===== config.mk =====
export PLATFORM = sky130hd
export DESIGN_NAME = seq_alu
export DESIGN_NICKNAME = d
export VERILOG_FILES = /design/src/rtl/seq_alu.sv
export SDC_FILE = /design/constraint.sdc
export NUM_CORES = 1
export LEC_CHECK = 0
export CAP_MARGIN = 20
export CELL_PAD_IN_SITES_DETAIL_PLACEMENT = 1
export CELL_PAD_IN_SITES_GLOBAL_PLACEMENT = 1
export CORE_ASPECT_RATIO = 0.7
export CORE_UTILIZATION = 48
export DETAILED_ROUTE_END_ITERATION = 10
export GPL_ROUTABILITY_DRIVEN = 1
export PLACE_DENSITY_LB_ADDON = 0.1
export SKIP_LAST_GASP = 1
export SLEW_MARGIN = 20
export SYNTH_ARGS = -nofsm -noshare
export SYNTH_HDL_FRONTEND = slang
export SYNTH_SLANG_ARGS = --single-unit

===== constraint.sdc =====
create_clock -name clk -period 5.9 [get_ports clk]
set_input_delay 0.59 -clock clk [delete_from_list [all_inputs] [get_ports clk]]
set_output_delay 0.59 -clock clk [all_outputs]
set_load 0.05 [all_outputs]

===== src/rtl/seq_alu.sv =====
// seq_alu: multi-cycle ALU for the MIPS core's execute stage.
//   Single-cycle ops (add/sub, shifts, logic, set-less-than) finish one cycle
//   after acceptance. MULU (shift-add) and DIVU (restoring) iterate one bit per
//   cycle and finish WIDTH+1 cycles after acceptance.
//
// Configuration macro: SEQ_ALU_DIV_EN
//   defined   -> divider datapath present, DIVU supported.
//   undefined -> no divider logic, DIVU is reported as an illegal op.
//
// Ports:
//   clk, rst_n             clock, synchronous active-low reset
//   valid_alu_i/ready_alu_o request handshake; opr_a_alu_i, opr_b_alu_i, op_alu_i
//   valid_alu_o/ready_alu_i result handshake; res_alu_o, hi_alu_o,
//                           z_alu_o, n_alu_o, ill_alu_o
//
// Handshake: a transfer happens on a rising edge where valid and ready are both
// high. The producer holds valid and its payload stable until that edge; ready
// may depend combinationally on the other side's ready (ready_alu_o follows
// ready_alu_i while a result is pending) but never on the same side's valid.
module seq_alu #(
  parameter int WIDTH = 32,
  parameter int SHW   = $clog2(WIDTH)
) (
  input  logic             clk,
  input  logic             rst_n,
  input  logic             valid_alu_i,
  output logic             ready_alu_o,
  input  logic [WIDTH-1:0] opr_a_alu_i,
  input  logic [WIDTH-1:0] opr_b_alu_i,
  input  logic [3:0]       op_alu_i,
  output logic             valid_alu_o,
  input  logic             ready_alu_i,
  output logic [WIDTH-1:0] res_alu_o,
  output logic [WIDTH-1:0] hi_alu_o,
  output logic             z_alu_o,
  output logic             n_alu_o,
  output logic             ill_alu_o
);

  localparam logic [1:0] ST_IDLE = 2'd0;
  localparam logic [1:0] ST_BUSY = 2'd1;
  localparam logic [1:0] ST_DONE = 2'd2;

  localparam logic [3:0] OP_ADD  = 4'd0;
  localparam logic [3:0] OP_SUB  = 4'd1;
  localparam logic [3:0] OP_SHL  = 4'd2;
  localparam logic [3:0] OP_LSR  = 4'd3;
  localparam logic [3:0] OP_ASR  = 4'd4;
  localparam logic [3:0] OP_OR   = 4'd5;
  localparam logic [3:0] OP_AND  = 4'd6;
  localparam logic [3:0] OP_NOR  = 4'd7;
  localparam logic [3:0] OP_XOR  = 4'd8;
  localparam logic [3:0] OP_SLT  = 4'd9;
  localparam logic [3:0] OP_SLTU = 4'd10;
  localparam logic [3:0] OP_MULU = 4'd11;
`ifdef SEQ_ALU_DIV_EN
  localparam logic [3:0] OP_DIVU = 4'd12;
`endif

  // WIDTH iteration edges (counter 0..WIDTH-1) plus one edge that moves the
  // working registers to the outputs, giving WIDTH+1 cycles of latency.
  localparam logic [SHW:0] CNT_LAST = (SHW+1)'(WIDTH);

  logic [1:0]       state_q, state_d;
  logic [SHW:0]     cnt_q, cnt_d;
  logic [WIDTH-1:0] hi_w_q, hi_w_d;   // partial product high half / remainder
  logic [WIDTH-1:0] lo_w_q, lo_w_d;   // multiplier / dividend-quotient shifter
  logic [WIDTH-1:0] b_w_q, b_w_d;     // multiplicand / divisor
  logic [WIDTH-1:0] res_q, res_d;
  logic [WIDTH-1:0] hi_q, hi_d;
  logic             ill_q, ill_d;
`ifdef SEQ_ALU_DIV_EN
  logic             is_div_q, is_div_d;
  logic [WIDTH:0]   div_sh;
  logic             div_ge;
`endif

  logic             accept;
  logic             is_iter;
  logic [WIDTH-1:0] sc_res;
  logic             sc_ill;
  logic             slt_s, slt_u;
  logic [SHW-1:0]   shamt;
  logic [WIDTH:0]   mul_sum;

  assign valid_alu_o = (state_q == ST_DONE);
  assign ready_alu_o = (state_q == ST_IDLE) || ((state_q == ST_DONE) && ready_alu_i);
  assign accept      = valid_alu_i && ready_alu_o;
  assign res_alu_o   = res_q;
  assign hi_alu_o    = hi_q;
  assign ill_alu_o   = ill_q;
  assign z_alu_o     = (res_q == '0);
  assign n_alu_o     = res_q[WIDTH-1];

  // Single-cycle datapath, evaluated on the request operands.
  always_comb begin
    shamt  = opr_b_alu_i[SHW-1:0];
    slt_s  = $signed(opr_a_alu_i) < $signed(opr_b_alu_i);
    slt_u  = opr_a_alu_i < opr_b_alu_i;
    sc_res = '0;
    sc_ill = 1'b0;
    case (op_alu_i)
      OP_ADD:  sc_res = opr_a_alu_i + opr_b_alu_i;
      OP_SUB:  sc_res = opr_a_alu_i - opr_b_alu_i;
      OP_SHL:  sc_res = opr_a_alu_i << shamt;
      OP_LSR:  sc_res = opr_a_alu_i >> shamt;
      OP_ASR:  sc_res = $unsigned($signed(opr_a_alu_i) >>> shamt);
      OP_OR:   sc_res = opr_a_alu_i | opr_b_alu_i;
      OP_AND:  sc_res = opr_a_alu_i & opr_b_alu_i;
      OP_NOR:  sc_res = ~(opr_a_alu_i | opr_b_alu_i);
      OP_XOR:  sc_res = opr_a_alu_i ^ opr_b_alu_i;
      OP_SLT:  sc_res = {{(WIDTH-1){1'b0}}, slt_s};
      OP_SLTU: sc_res = {{(WIDTH-1){1'b0}}, slt_u};
      default: sc_ill = 1'b1;   // also DIVU when the divider is absent
    endcase
  end

`ifdef SEQ_ALU_DIV_EN
  assign is_iter = (op_alu_i == OP_MULU) || (op_alu_i == OP_DIVU);
  // Restoring step: shift in the next dividend bit, subtract if it fits.
  // A zero divisor always "fits", yielding all-ones quotient, remainder = dividend.
  assign div_sh  = {hi_w_q, lo_w_q[WIDTH-1]};
  assign div_ge  = (div_sh >= {1'b0, b_w_q});
`else
  assign is_iter = (op_alu_i == OP_MULU);
`endif

  // Shift-add step: add multiplicand to the high half when the current
  // multiplier bit is set, then shift {carry, hi, lo} right by one.
  assign mul_sum = {1'b0, hi_w_q} + (lo_w_q[0] ? {1'b0, b_w_q} : '0);

  always_comb begin
    state_d = state_q;
    cnt_d   = cnt_q;
    hi_w_d  = hi_w_q;
    lo_w_d  = lo_w_q;
    b_w_d   = b_w_q;
    res_d   = res_q;
    hi_d    = hi_q;
    ill_d   = ill_q;
`ifdef SEQ_ALU_DIV_EN
    is_div_d = is_div_q;
`endif
    case (state_q)
      ST_BUSY: begin
        if (cnt_q == CNT_LAST) begin
          state_d = ST_DONE;
          res_d   = lo_w_q;
          hi_d    = hi_w_q;
          ill_d   = 1'b0;
        end else begin
          cnt_d = cnt_q + 1'b1;
`ifdef SEQ_ALU_DIV_EN
          if (is_div_q) begin
            // When div_ge holds the difference is below the divisor, so the
            // low WIDTH bits of the subtraction are exact.
            hi_w_d = div_ge ? (div_sh[WIDTH-1:0] - b_w_q) : div_sh[WIDTH-1:0];
            lo_w_d = {lo_w_q[WIDTH-2:0], div_ge};
          end else begin
            hi_w_d = mul_sum[WIDTH:1];
            lo_w_d = {mul_sum[0], lo_w_q[WIDTH-1:1]};
          end
`else
          hi_w_d = mul_sum[WIDTH:1];
          lo_w_d = {mul_sum[0], lo_w_q[WIDTH-1:1]};
`endif
        end
      end
      default: begin  // ST_IDLE, ST_DONE
        if ((state_q == ST_DONE) && ready_alu_i) state_d = ST_IDLE;
        if (accept) begin
          if (is_iter) begin
            state_d = ST_BUSY;
            cnt_d   = '0;
            hi_w_d  = '0;
            lo_w_d  = opr_a_alu_i;
            b_w_d   = opr_b_alu_i;
`ifdef SEQ_ALU_DIV_EN
            is_div_d = (op_alu_i == OP_DIVU);
`endif
          end else begin
            state_d = ST_DONE;
            res_d   = sc_res;
            hi_d    = '0;
            ill_d   = sc_ill;
          end
        end
      end
    endcase
  end

  always_ff @(posedge clk) begin
    if (!rst_n) begin
      state_q <= ST_IDLE;
      cnt_q   <= '0;
      hi_w_q  <= '0;
      lo_w_q  <= '0;
      b_w_q   <= '0;
      res_q   <= '0;
      hi_q    <= '0;
      ill_q   <= 1'b0;
`ifdef SEQ_ALU_DIV_EN
      is_div_q <= 1'b0;
`endif
    end else begin
      state_q <= state_d;
      cnt_q   <= cnt_d;
      hi_w_q  <= hi_w_d;
      lo_w_q  <= lo_w_d;
      b_w_q   <= b_w_d;
      res_q   <= res_d;
      hi_q    <= hi_d;
      ill_q   <= ill_d;
`ifdef SEQ_ALU_DIV_EN
      is_div_q <= is_div_d;
`endif
    end
  end

endmodule


==> results of run 1 <==
-- metrics by stage --
step | utilization | instances | setup WS [ps]
2_1_floorplan | - | 2380 | 1880
3_3_place_gp | 0.537 | 2863 | 1350
3_5_place_dp | 0.537 | 2863 | 1120
4_1_cts | 0.553 | 2895 | 1610
5_1_grt | 0.553 | 2895 | 1290
6_report | 0.553 | 2895 | 1400
-- power groups by stage --
stage	sequential [mW]	clock (mW)	combinational (mW)
finish	1.21	1.19	1.42
detailed placement	1.24	0	1.32
global placement	1.23	0	1.30
CTS	1.21	1.18	1.33
floorplan	1.28	0	0.761
global route	1.22	1.22	1.46
-- final cells by class --
cell class,instances,share of cell area
Timing Repair Buffer,206,0.0940
Clock inverter,14,0.00761
Tap cell,480,0.0299
Sequential cell,169,0.169
Clock buffer,18,0.0214
Inverter,109,0.0205
Multi-Input combinational cell,1899,0.658
-- routing by layer --
metal,vias up,global-route usage
met5,-,0
met4,2,0.153
met3,274,0.242
met2,1649,0.667
met1,10500,0.647
li1,8810,-
-- kinds of logic after synthesis --
group,count (synthesis),share of synthesized area
adders and majority gates,141,0.100
and+or+nand+nor,817,0.206
muxes,118,0.115
xor gates and xnor gates,47,0.0230
AOI/OAI and AO/OA,776,0.290
buffers and inverters,312,0.0764
DFF,169,0.189
-- worst max-delay path: stages --
cell	delay, ps
clkdlybuf4s50_1	880
inv_1	140
ha_1	370
a21o_1	250
and4_1	260
o211ai_2	390
o211ai_1	330
a21boi_1	400
o21bai_1	210
a221o_1	430
a2111oi_0	460
nor3_1	90
-- cell usage in the layout (no fill, tap or decap), drive strengths merged, types with 17 or more instances in the layout --
cell type and count:
mux4 66, nor3 50, a31oi 32, dfxtp 169
nand3 52, nor2 256, o21ai 138, clkdlybuf4s50 134
a211oi 20, buf 72, nor4 22, xnor2 34
a21o 24, nand2b 17, mux2i 44, a21oi 219
a22oi 77, inv 116, a311oi 37, nand2 286
nor2b 17, and2 45, o21bai 30, ha 138
nand4 25, clkbuf 18, o211ai 25
-- worst min path at each step --
stage | start | end | slack [ps] | depth (start not counted)
after global routing | b_w_q[9]$_SDFFE_PN0P_ | b_w_q[9]$_SDFFE_PN0P_ | 480 | 2
after global placement | ill_alu_o$_SDFFE_PN0P_ | ill_alu_o$_SDFFE_PN0P_ | 440 | 2
after floorplan | b_w_q[0]$_SDFFE_PN0P_ | b_w_q[0]$_SDFFE_PN0P_ | 430 | 2
after CTS | b_w_q[20]$_SDFFE_PN0P_ | b_w_q[20]$_SDFFE_PN0P_ | 460 | 2
final | b_w_q[16]$_SDFFE_PN0P_ | b_w_q[16]$_SDFFE_PN0P_ | 460 | 2
after detailed placement | b_w_q[20]$_SDFFE_PN0P_ | b_w_q[20]$_SDFFE_PN0P_ | 450 | 2
-- state kept, by name (all words and copies together) (netlist names) --
| signal | cells |
|---|---|
| b_w_q | 32 |
| cnt_q | 6 |
| hi_alu_o | 32 |
| hi_w_q | 32 |
| ill_alu_o | 1 |
| lo_w_q | 32 |
| res_alu_o | 32 |
| state_q | 2 |
==> flow_summary.yaml, run 1 <==
pwr:
  powerDensity_nw_per_um2: 191
  switching_share: 0.427
  ir_drop_mv: 0.212
  seqPwrFrac: 0.318
  p_comb_frac: 0.371
  netSwitchingPower_mw: 1.63
  clockPowerShare: 0.312
  p_leak_nw: 7.89
  power_mw: 3.83
  intPower_mw: 2.19
sta:
  holdWs_ps: 463
  finalSetupViolCount: 0
  worst_pin_slew_ps: 1180
  hold_violations: 0
  finClkSkew_ps: 15.1
  report.final.slew_viol_count: 0
  min_period_ps: 4500
  rsz0062_at_grt: "false"
  fmax_mhz: 222
  fin_crit_sh: 0.763
  relSlewSlack: 0.205
  fin_tns_setup_ps: 0
route:
  detail-route-antenna-nets: 0
  drt-initial-drc-count: 3314
  first_pass_iters: 7
  drc: 0
  dr_total_vias: 21200
  wl_per_cell_um: 32.1
  wl_met1_um: 37400
  vias_per_cell: 7.32
  routed.top_layer: "met5"
  wl_met2_um: 36500
  wl_met3_um: 15700
  routed_wl_um: 92800
floorplan:
  pin_count: 141
  die_h_um: 163
  start_util: 0.493
  die_w_um: 233
  core-area_um2: 36300
  num_rows: 58
  die_area_um2: 38000
placement:
  dpl_cell_area_um2: 19500
  io_buffers: 140
  hpwl_um: 69700
  place_congestion: 1.09
setup_path:
  reg2reg_depth: 13
  end_kind: "flop"
  reg2reg_slack_ps: 1570
  critPathRequiredTime_ps: 6220
  crit_type: "input port to flop"
  crit_start: "opr_a_alu_i[1]"
  worstPathMaxFanout: 12
  crit_path_end: "res_alu_o[19]$_SDFFE_PN0P_"
  start_kind: "input port"
  r2r-start: "lo_w_q[0]$_SDFFE_PN0P_"
  rr_endpoint: "hi_w_q[31]$_SDFFE_PN0P_"
  cp.arrival_ps: 4820
global_routing:
  grt_pass1_vias: 20400
  antenna_found_initial: 2
  grt_first_pass_wirelength_um: 136000
  grt_max_degree: 86
  overflow: 0
  grt_usage: 0.484
synthesis:
  post-synth-top-count-cell: "nand2_1"
  synth.top_cell.area_share: 0.189
  synth_largest_area_cell: "dfxtp_1"
  synth_edf_count: 0
  syn_nets: 2593
  ys_warn_count: 0
  synth_seq_cells: 169
  synth_area_per_cell_um2: 7.51
  netlist_area_um2: 17900
  syn_inst: 2380
  synth_top_cells_by_area: "dfxtp_1, ha_1, mux4_2"
  async_reset_ff_frac: 0
  yosysSeqAreaShare: 0.189
  synth_flop_cell: "dfxtp_1"
  synth_cell_type_count: 96
  synth_common_cells: "nand2_1, nor2_1, a21oi_1"
clock_tree:
  htreeDepth: 4
  hold_buffers: 0
  numCtsBuffers: 17
  clk_path_buf_depth: 2
  clk_transition_reported_paths_ps: 80
  cts_setup_buffers: 0
  clk_latency_ps: 480
  tritoncts: "built"
  cts-root-buf: "clkbuf_16"
  cts_resized: 0
  cts_sinks: 169
layout:
  layout-drive-gt1-share: 0.0841
  layout.nets: 2615
  diodes: 0
  final_design_area_no_fill_um2: 20100
  regArea_um2: 3380
  syn2layout_area_growth_pct: 12.2
  multi_input_area_um2: 13200
  fill_cells: 4478
outcome:
  outcome: "complete, no violations"
job:
  cap_violations: 0
worst_hold_path:
  worstHoldPathType: "flop to flop"
(Power assumes the default switching activity.)
==> run 2: changes to the inputs <==
- CORE_UTILIZATION: 48 -> 45
- clock period: 5.9 -> 4.35 ns (I/O delays scaled with it)
==> run 2 against run 1 <==
  * Die area increased by 6.6%
  * Register-to-register slack got worse by 1300 ps
  * Cell count increased by 5.0%
  * Hold slack got worse by 140 ps
  * Critical path depth decreased by 1
  * Total power increased by 42%
  * Via count increased by 2.3%
==> flow_summary.yaml, run 2 (synthesized netlist as in run 1, its figures left out) <==
outcome:
  outcome: "complete, no violations"
sta:
  finClkSkew_ps: 13.9
  fin_crit_sh: 0.985
  worst_pin_slew_ps: 1220
  holdWs_ps: 318
  relSlewSlack: 0.189
  report.final.slew_viol_count: 0
  min_period_ps: 4290
  hold_violations: 0
  fmax_mhz: 233
  worst_slack_ps: 63.4
  finalSetupViolCount: 0
  fin_tns_setup_ps: 0
  rsz0062_at_grt: "false"
setup_path:
  r2r-start: "lo_w_q[0]$_SDFFE_PN0P_"
  reg2reg_slack_ps: 300
  crit_slowest_cell: "clkdlybuf4s50_1"
  reg2reg_depth: 13
  rr_endpoint: "hi_w_q[29]$_SDFFE_PN0P_"
  start_kind: "input port"
  crit_type: "input port to flop"
  crit_family: "compound AO/OA/AOI/OAI gates"
  end_kind: "flop"
  path_cells: "clkdlybuf4s50_1 > buf_4 > or3b_2 > a21oi_1 > buf_4 > nand2_1 > o22ai_1 > a221oi_1 > o21ai_0 > nand2_1 > a21oi_1"
  cp.arrival_ps: 4680
  max_stage_delay_ps: 960
  worstPathMaxFanout: 7
  critPathRequiredTime_ps: 4750
  worst-path-buf-inv: 3
job:
  cap_violations: 0
route:
  first_pass_iters: 9
  routed_wl_um: 97400
  wl_per_cell_um: 32.1
  drc: 0
  detail-route-antenna-nets: 0
  vias_per_cell: 7.14
  dr_total_vias: 21700
  drt-initial-drc-count: 3067
floorplan:
  pin_count: 141
  start_util: 0.461
  num_rows: 60
  die_area_um2: 40500
  die_w_um: 240
  die_h_um: 169
  core-area_um2: 38700
layout:
  syn2layout_area_growth_pct: 17.3
  final_design_area_no_fill_um2: 21000
  utilization: 0.541
  layout.nets: 2710
  final_common_cell: "nand2_1"
  instances_no_fill: 3039
  layout-drive-gt1-share: 0.119
  final_cell_mix: "nand2_1, nor2_1, a21oi_1"
global_routing:
  grt_usage: 0.474
  grt_max_degree: 62
  grt_pass1_vias: 21000
  antenna_found_initial: 6
  grt_first_pass_wirelength_um: 141000
  overflow: 0
clock_tree:
  clk_transition_reported_paths_ps: 80
  numCtsBuffers: 17
  cts_resized: 0
  clk_path_buf_depth: 2
  cts_setup_buffers: 0
  cts_sinks: 169
  cts-root-buf: "clkbuf_16"
  hold_buffers: 0
  tritoncts: "built"
  clk_latency_ps: 470
  htreeDepth: 4
pwr:
  intPower_mw: 3.16
  p_comb_frac: 0.375
  power_mw: 5.42
  powerDensity_nw_per_um2: 259
  netSwitchingPower_mw: 2.26
  clockPowerShare: 0.321
  switching_share: 0.417
  seqPwrFrac: 0.303
  ir_drop_mv: 0.321
  p_leak_nw: 8.40
worst_hold_path:
  min_from: "opr_b_alu_i[3]"
  hold_end: "b_w_q[3]$_SDFFE_PN0P_"
  holdPathStages: 3
  worstHoldPathType: "input port to flop"
placement:
  io_buffers: 140
  place_congestion: 1.07
  hpwl_um: 74000
  dpl_cell_area_um2: 20300
  place_inst: 3005
  place_ws_ps: 33.4
[run 2: worst min-delay path, cell delays in order]
cell and delay [ps]:
buf_2 170, nand2_1 80, a21oi_1 50
[run 2: final cells by class]
cell class              count  area [µm²]
diodes                      2        5.00
clock buffers              17         425
clock inverters            15         204
fillers                  4808       17800
inverters                 109         412
multi-input cells        1899       13200
flip-flops and latches    169        3380
well taps                 527         659
repair buffers            301        2710
[run 2: how the worst max path moves through the flow]
stage	startpoint	end	slack [ps]	depth (start not counted)
final	op_alu_i[2]	res_alu_o[6]$_SDFFE_PN0P_	60	11
after global routing	op_alu_i[2]	res_alu_o[6]$_SDFFE_PN0P_	180	11
after CTS	lo_w_q[0]$_SDFFE_PN0P_	hi_w_q[31]$_SDFFE_PN0P_	420	13
after detailed placement	op_alu_i[2]	res_alu_o[6]$_SDFFE_PN0P_	30	11
after global placement	op_alu_i[2]	res_alu_o[6]$_SDFFE_PN0P_	40	11
after floorplan	opr_b_alu_i[3]	res_alu_o[19]$_SDFFE_PN0P_	490	15
[run 2: power by group through the flow]
stage                     clock network, mW  logic [mW]  registers [mW]
after global routing                   1.79        2.08            1.65
final                                  1.74        2.04            1.65
after CTS                              1.72        1.91            1.64
after floorplan                           0        1.03            1.74
after global placement                    0        1.87            1.67
after detailed placement                  0        1.90            1.68
[run 2: metal layers]
| layer | vias up | wire length, µm | GRT usage | part of all wire |
|---|---|---|---|---|
| met5 | - | 193 | 0.0255 | 0.0020 |
| met4 | 6 | 3870 | 0.153 | 0.040 |
| met3 | 341 | 16600 | 0.230 | 0.17 |
| met2 | 1703 | 38100 | 0.652 | 0.39 |
| met1 | 10700 | 38600 | 0.637 | 0.40 |
| li1 | 8977 | - | - | - |
